### src/rtl/mem_access_arbiter.sv
// Round-robin arbiter that shares one memory controller between a fetch port (0) and a data port (1).
// It latches the winning request, pulses the controller enable, and returns read data with a done pulse.
module mem_access_arbiter #(
   parameter  int WORD = 16,
   localparam int AW   = WORD - (WORD / 8) + 1
) (
   input  logic            clk_i,
   input  logic            rst_ni,
   input  logic            req0_i,
   input  logic            req1_i,
   input  logic            rw0_i,
   input  logic            rw1_i,
   input  logic [1:0]      sel0_i,
   input  logic [1:0]      sel1_i,
   input  logic [AW-1:0]   addr0_i,
   input  logic [AW-1:0]   addr1_i,
   input  logic [WORD-1:0] wdata0_i,
   input  logic [WORD-1:0] wdata1_i,
   output logic            gnt0_o,
   output logic            gnt1_o,
   output logic            done0_o,
   output logic            done1_o,
   output logic [WORD-1:0] rdata0_o,
   output logic [WORD-1:0] rdata1_o,
   output logic            ctl_en_o,
   output logic            ctl_rw_o,
   output logic [1:0]      ctl_sel_o,
   output logic [AW-1:0]   ctl_addr_o,
   output logic [WORD-1:0] ctl_data_o,
   input  logic            ctl_busy_i,
   input  logic [WORD-1:0] ctl_data_i
);

   // state  | meaning
   // IDLE   | no transaction; arbitrate between pending requests
   // LAUNCH | ctl_en_o pulses for one cycle with the latched request
   // WAIT   | controller busy; read data shadowed each busy cycle
   // RESP   | done pulse to the owner; read data published
   typedef enum logic [1:0] {S_IDLE, S_LAUNCH, S_WAIT, S_RESP} state_t;

   state_t          state_q, state_d;
   logic            last_grant_q, last_grant_d;
   logic            gnt0_q, gnt0_d, gnt1_q, gnt1_d;
   logic            done0_q, done0_d, done1_q, done1_d;
   logic            ctl_en_q, ctl_en_d;
   logic            ctl_rw_q, ctl_rw_d;
   logic [1:0]      ctl_sel_q, ctl_sel_d;
   logic [AW-1:0]   ctl_addr_q, ctl_addr_d;
   logic [WORD-1:0] ctl_data_q, ctl_data_d;
   logic [WORD-1:0] shadow_q, shadow_d;
   logic [WORD-1:0] rdata0_q, rdata0_d, rdata1_q, rdata1_d;
   logic            pick1;

   // Port 1 wins when it is the only requester, or on a tie when port 0 was served last.
   assign pick1 = req1_i & (~req0_i | ~last_grant_q);

   always_comb begin
      state_d      = state_q;
      last_grant_d = last_grant_q;
      gnt0_d       = gnt0_q;
      gnt1_d       = gnt1_q;
      done0_d      = 1'b0;
      done1_d      = 1'b0;
      ctl_en_d     = 1'b0;
      ctl_rw_d     = ctl_rw_q;
      ctl_sel_d    = ctl_sel_q;
      ctl_addr_d   = ctl_addr_q;
      ctl_data_d   = ctl_data_q;
      shadow_d     = shadow_q;
      rdata0_d     = rdata0_q;
      rdata1_d     = rdata1_q;
      case (state_q)
         S_IDLE: begin
            if (req0_i | req1_i) begin
               ctl_rw_d     = pick1 ? rw1_i    : rw0_i;
               ctl_sel_d    = pick1 ? sel1_i   : sel0_i;
               ctl_addr_d   = pick1 ? addr1_i  : addr0_i;
               ctl_data_d   = pick1 ? wdata1_i : wdata0_i;
               last_grant_d = pick1;
               gnt0_d       = ~pick1;
               gnt1_d       = pick1;
               ctl_en_d     = 1'b1;
               state_d      = S_LAUNCH;
            end
         end
         S_LAUNCH: state_d = S_WAIT;
         S_WAIT: begin
            if (ctl_busy_i && !ctl_rw_q) shadow_d = ctl_data_i;
            if (!ctl_busy_i) begin
               done0_d = gnt0_q;
               done1_d = gnt1_q;
               if (!ctl_rw_q) begin
                  if (gnt0_q) rdata0_d = shadow_q;
                  if (gnt1_q) rdata1_d = shadow_q;
               end
               state_d = S_RESP;
            end
         end
         S_RESP: begin
            gnt0_d  = 1'b0;
            gnt1_d  = 1'b0;
            state_d = S_IDLE;
         end
         default: state_d = S_IDLE;
      endcase
   end

   always_ff @(posedge clk_i or negedge rst_ni) begin
      if (!rst_ni) begin
         state_q      <= S_IDLE;
         last_grant_q <= 1'b1;
         gnt0_q       <= 1'b0;
         gnt1_q       <= 1'b0;
         done0_q      <= 1'b0;
         done1_q      <= 1'b0;
         ctl_en_q     <= 1'b0;
         ctl_rw_q     <= 1'b0;
         ctl_sel_q    <= '0;
         ctl_addr_q   <= '0;
         ctl_data_q   <= '0;
         shadow_q     <= '0;
         rdata0_q     <= '0;
         rdata1_q     <= '0;
      end else begin
         state_q      <= state_d;
         last_grant_q <= last_grant_d;
         gnt0_q       <= gnt0_d;
         gnt1_q       <= gnt1_d;
         done0_q      <= done0_d;
         done1_q      <= done1_d;
         ctl_en_q     <= ctl_en_d;
         ctl_rw_q     <= ctl_rw_d;
         ctl_sel_q    <= ctl_sel_d;
         ctl_addr_q   <= ctl_addr_d;
         ctl_data_q   <= ctl_data_d;
         shadow_q     <= shadow_d;
         rdata0_q     <= rdata0_d;
         rdata1_q     <= rdata1_d;
      end
   end

   assign gnt0_o     = gnt0_q;
   assign gnt1_o     = gnt1_q;
   assign done0_o    = done0_q;
   assign done1_o    = done1_q;
   assign rdata0_o   = rdata0_q;
   assign rdata1_o   = rdata1_q;
   assign ctl_en_o   = ctl_en_q;
   assign ctl_rw_o   = ctl_rw_q;
   assign ctl_sel_o  = ctl_sel_q;
   assign ctl_addr_o = ctl_addr_q;
   assign ctl_data_o = ctl_data_q;

endmodule
### config.mk
export PLATFORM = sky130hd
export DESIGN_NAME = mem_access_arbiter
export DESIGN_NICKNAME = d
export VERILOG_FILES = /design/src/rtl/mem_access_arbiter.sv
export SDC_FILE = /design/constraint.sdc
export NUM_CORES = 1
export LEC_CHECK = 0
export CAP_MARGIN = 10
export CELL_PAD_IN_SITES_DETAIL_PLACEMENT = 0
export CELL_PAD_IN_SITES_GLOBAL_PLACEMENT = 1
export CORE_ASPECT_RATIO = 1.75
export CORE_MARGIN = 10
export CORE_UTILIZATION = 35
export DETAILED_ROUTE_END_ITERATION = 6
export PLACE_DENSITY = 0.95
export SLEW_MARGIN = 40
export SYNTH_ARGS = -nofsm -noshare
export SYNTH_HDL_FRONTEND = slang
export SYNTH_SLANG_ARGS = --single-unit
### constraint.sdc
create_clock -name clk_i -period 4.25 [get_ports clk_i]
set_input_delay 0.85 -clock clk_i [delete_from_list [all_inputs] [get_ports clk_i]]
set_output_delay 0.85 -clock clk_i [all_outputs]
set_load 0.03 [all_outputs]
==> reports/summary.txt <==
Status: finished clean
Post-DP Area: 5490 sq um
Fin worst setup slack: 1870 ps
Hold crit path type: in -> async
CP Cell Sequence: clkdlybuf4s50_1
F_max: 0.421 GHz
Placer Congestion: 0.750
CP required: 3400 ps
CTS sink cnt: 90
Ys async rst share: 100%
Register area share after synthesis: 59.2%
Clk buf depth: 2
Fillers: 930
Die Ht: 158 um
Initial antenna violation count: 0
Hold Buf Count CTS: 0
Die area: 15,600 sq um
First-pass GRT wire length: 17,100 um
Minimum clock period: 2380 ps
Boundary Pins: 160
Largest cells by area after synthesis: dfrtp_1 (58%), mux2_2 (8.6%), mux2_4 (7.9%)
Die Width: 98.8 um
Placed wire-length estimate: 8250 um
Largest net degree at the start of global routing: 70
Worst path bufs/invs: 1
CTS tree: built
Top-count cell post-synth: dfrtp_1
Yosys cell types: 27
Post-synth top cells: dfrtp_1 (89), nand2_1 (69), a31oi_1 (36)
Final Hold Fails: 0
Routed WL per cell: 17.3 um
Most area-hungry cell type in the Yosys netlist: dfrtp_1
Yosys reg bits: 90
Period Utilization, post-route: 55.9%
CTS buffer count: 9
Reg-to-reg setup timing slack: 2360 ps
Mean Syn Cell Area: 11.7 sq um
DRT antenna net count: 0
DR vias/cell: 4.78
Worst endpoint data arrival time: 1530 ps
Final TNS setup: 0 ps
Share of layout cells above drive strength 1: 15.9%
Slowest stage cell, crit path: clkdlybuf4s50_1
Maximum Capacitance Violations: 0
Port bufs: 159
Worst-Skew Late Latency: 330 ps
GR Util All Layers: 13.5%
Pleak: 2.51 nW
RR Endpoint: rdata1_o[0]$_DFFE_PN0P_
Worst-path clk slew: 60 ps
Critical Path Sink Type: output port
Overflow after GRT: 0
Row count: 50
Antenna Cells: 0
Syn_nets: 418
Drt pass-1 iters: 4
Post-CTS Resized: 0
Least-Margin Pin Slew: 690 ps
Vias in the first global route: 3,344
Post-place setup slack: 1700 ps
Critical R2R Launch: state_q[0]$_DFFE_PN0P_
Crit-path max FO: 5
RSZ-0062 raised after global routing: false
Pwr/cell area: 766 nW/um^2
Setup bufs post-CTS: 0
Area grow syn2layout: 52.8%
Setup Skew: 3.42 ps
CTS H-tree lvls: 3
Post-synth top flop: dfrtp_1
Gate count of the mapped netlist: 325
Post-synth EDFFs: 0
Number of cells on the critical path: 1
Crit path kind: reg -> out
Via count: 2,931
Routed wire length: 10,600 um
Worst vdd ir: 0.382 mV
Core footprint: 10,700 sq um
Cell family with most CP delay: buffers and inverters
Finished Cell Area: 5820 sq um
Mapped Area: 3810 sq um
Share of the synthesized area in the top cell type: 58.5%
Total power: 0.00445 W
Slew Viols, Final: 0
Utilization after layout: 54.4%
Crit start category: flip-flop
Max incr delay on CP: 720 ps
DRC Markers: 0
Initial drt markers: 74
Root Driver: clkbuf_16
Worst Reg-to-Reg Cells: 6
Initial core utilization: 35.6%
Final nets: 571
Setup Viol. Count Final: 0
Rel. slew slack: 54.0%
Total of warnings raised by yosys: 0
==> logic make-up after synthesis <==
family / Yosys count / synth area share, %
fa+ha+maj: 4 / 1.31
mux: 50 / 16.7
compound gates: 44 / 7.56
flops: 90 / 59.2
buf+inv: 25 / 3.48
simple gates: 112 / 11.7
==> through the flow <==
stage	std cells	hold WS, ps
after floorplan	325	491
after global placement	596	494
after detailed placement	597	498
after CTS	613	515
after global routing	613	522
final	613	485
==> worst max-delay path by stage <==
stage | slack (ps) | endpoint | startpoint
after floorplan | 2350 | rdata0_o[10]$_DFFE_PN0P_ | ctl_busy_i
after global placement | 1490 | shadow_q[2]$_DFFE_PN0P_ | ctl_busy_i
after detailed placement | 1700 | ctl_addr_o[7]$_DFFE_PN0P_ | req0_i
after CTS | 1840 | ctl_rw_o | ctl_rw_o$_DFFE_PN0P_
after global routing | 1810 | ctl_rw_o | ctl_rw_o$_DFFE_PN0P_
final | 1870 | ctl_rw_o | ctl_rw_o$_DFFE_PN0P_
==> cell type report <==
class                   count  area [sq um]  area share [%]
flip-flops and latches     90          2250            38.7
repair buffers            164          1630            28.0
multi-input cells         210          1430            24.6
clock buffers              10           239            4.11
well taps                 130           163            2.80
clock inverters             6          87.6            1.51
inverters                   3          11.3           0.194
==> flip-flops by register name, indices dropped and copies added, names as in the netlist, 2 cells and up <==
signal      flops
state_q         2
rdata1_o       16
ctl_sel_o       2
ctl_data_o     16
rdata0_o       16
shadow_q       16
ctl_addr_o     15
==> power by group <==
group          internal (W)  switching, W
clock              0.000533      0.000325
combinational      0.000961       0.00113
sequential          0.00126      0.000249
total               0.00275       0.00170
==> metal layers <==
metal	part of all wire, %	wire length (um)	vias to the layer above	global-route usage, %
met5	0	0	-	0
met4	1.3	133	0	3.98
met3	7.6	813	9	5.67
met2	54	5730	98	24.5
met1	37	3950	1415	13.7
li1	-	-	1409	-
==> cell usage in the layout (no fill, tap or decap) <==
master | synthesis | routed
dfrtp_1 | 89 | 89
dfstp_2 | 1 | 1
nand2_1 | 69 | 69
bufinv_16 | 0 | 2
a21bo_2 | 1 | 1
ha_1 | 4 | 4
inv_1 | 3 | 3
clkbuf_16 | 0 | 9
buf_6 | 2 | 1
o21a_4 | 0 | 1
mux2i_1 | 1 | 1
nand3_1 | 1 | 1
clkbuf_8 | 0 | 1
mux2_2 | 29 | 29
a21boi_2 | 1 | 1
inv_6 | 0 | 2
a31oi_1 | 36 | 36
nand2b_1 | 1 | 1
nand3b_1 | 1 | 1
buf_4 | 2 | 5
nor2b_2 | 0 | 2
clkinv_2 | 0 | 2
o32a_1 | 1 | 1
nor2_1 | 35 | 35
a21oi_1 | 3 | 3
o2bb2ai_1 | 1 | 1
mux2_4 | 20 | 20
and3b_1 | 2 | 2
nor3b_1 | 1 | 1
clkdlybuf4s50_1 | 0 | 158
No activity file was read; power rests on OpenSTA's default activity.
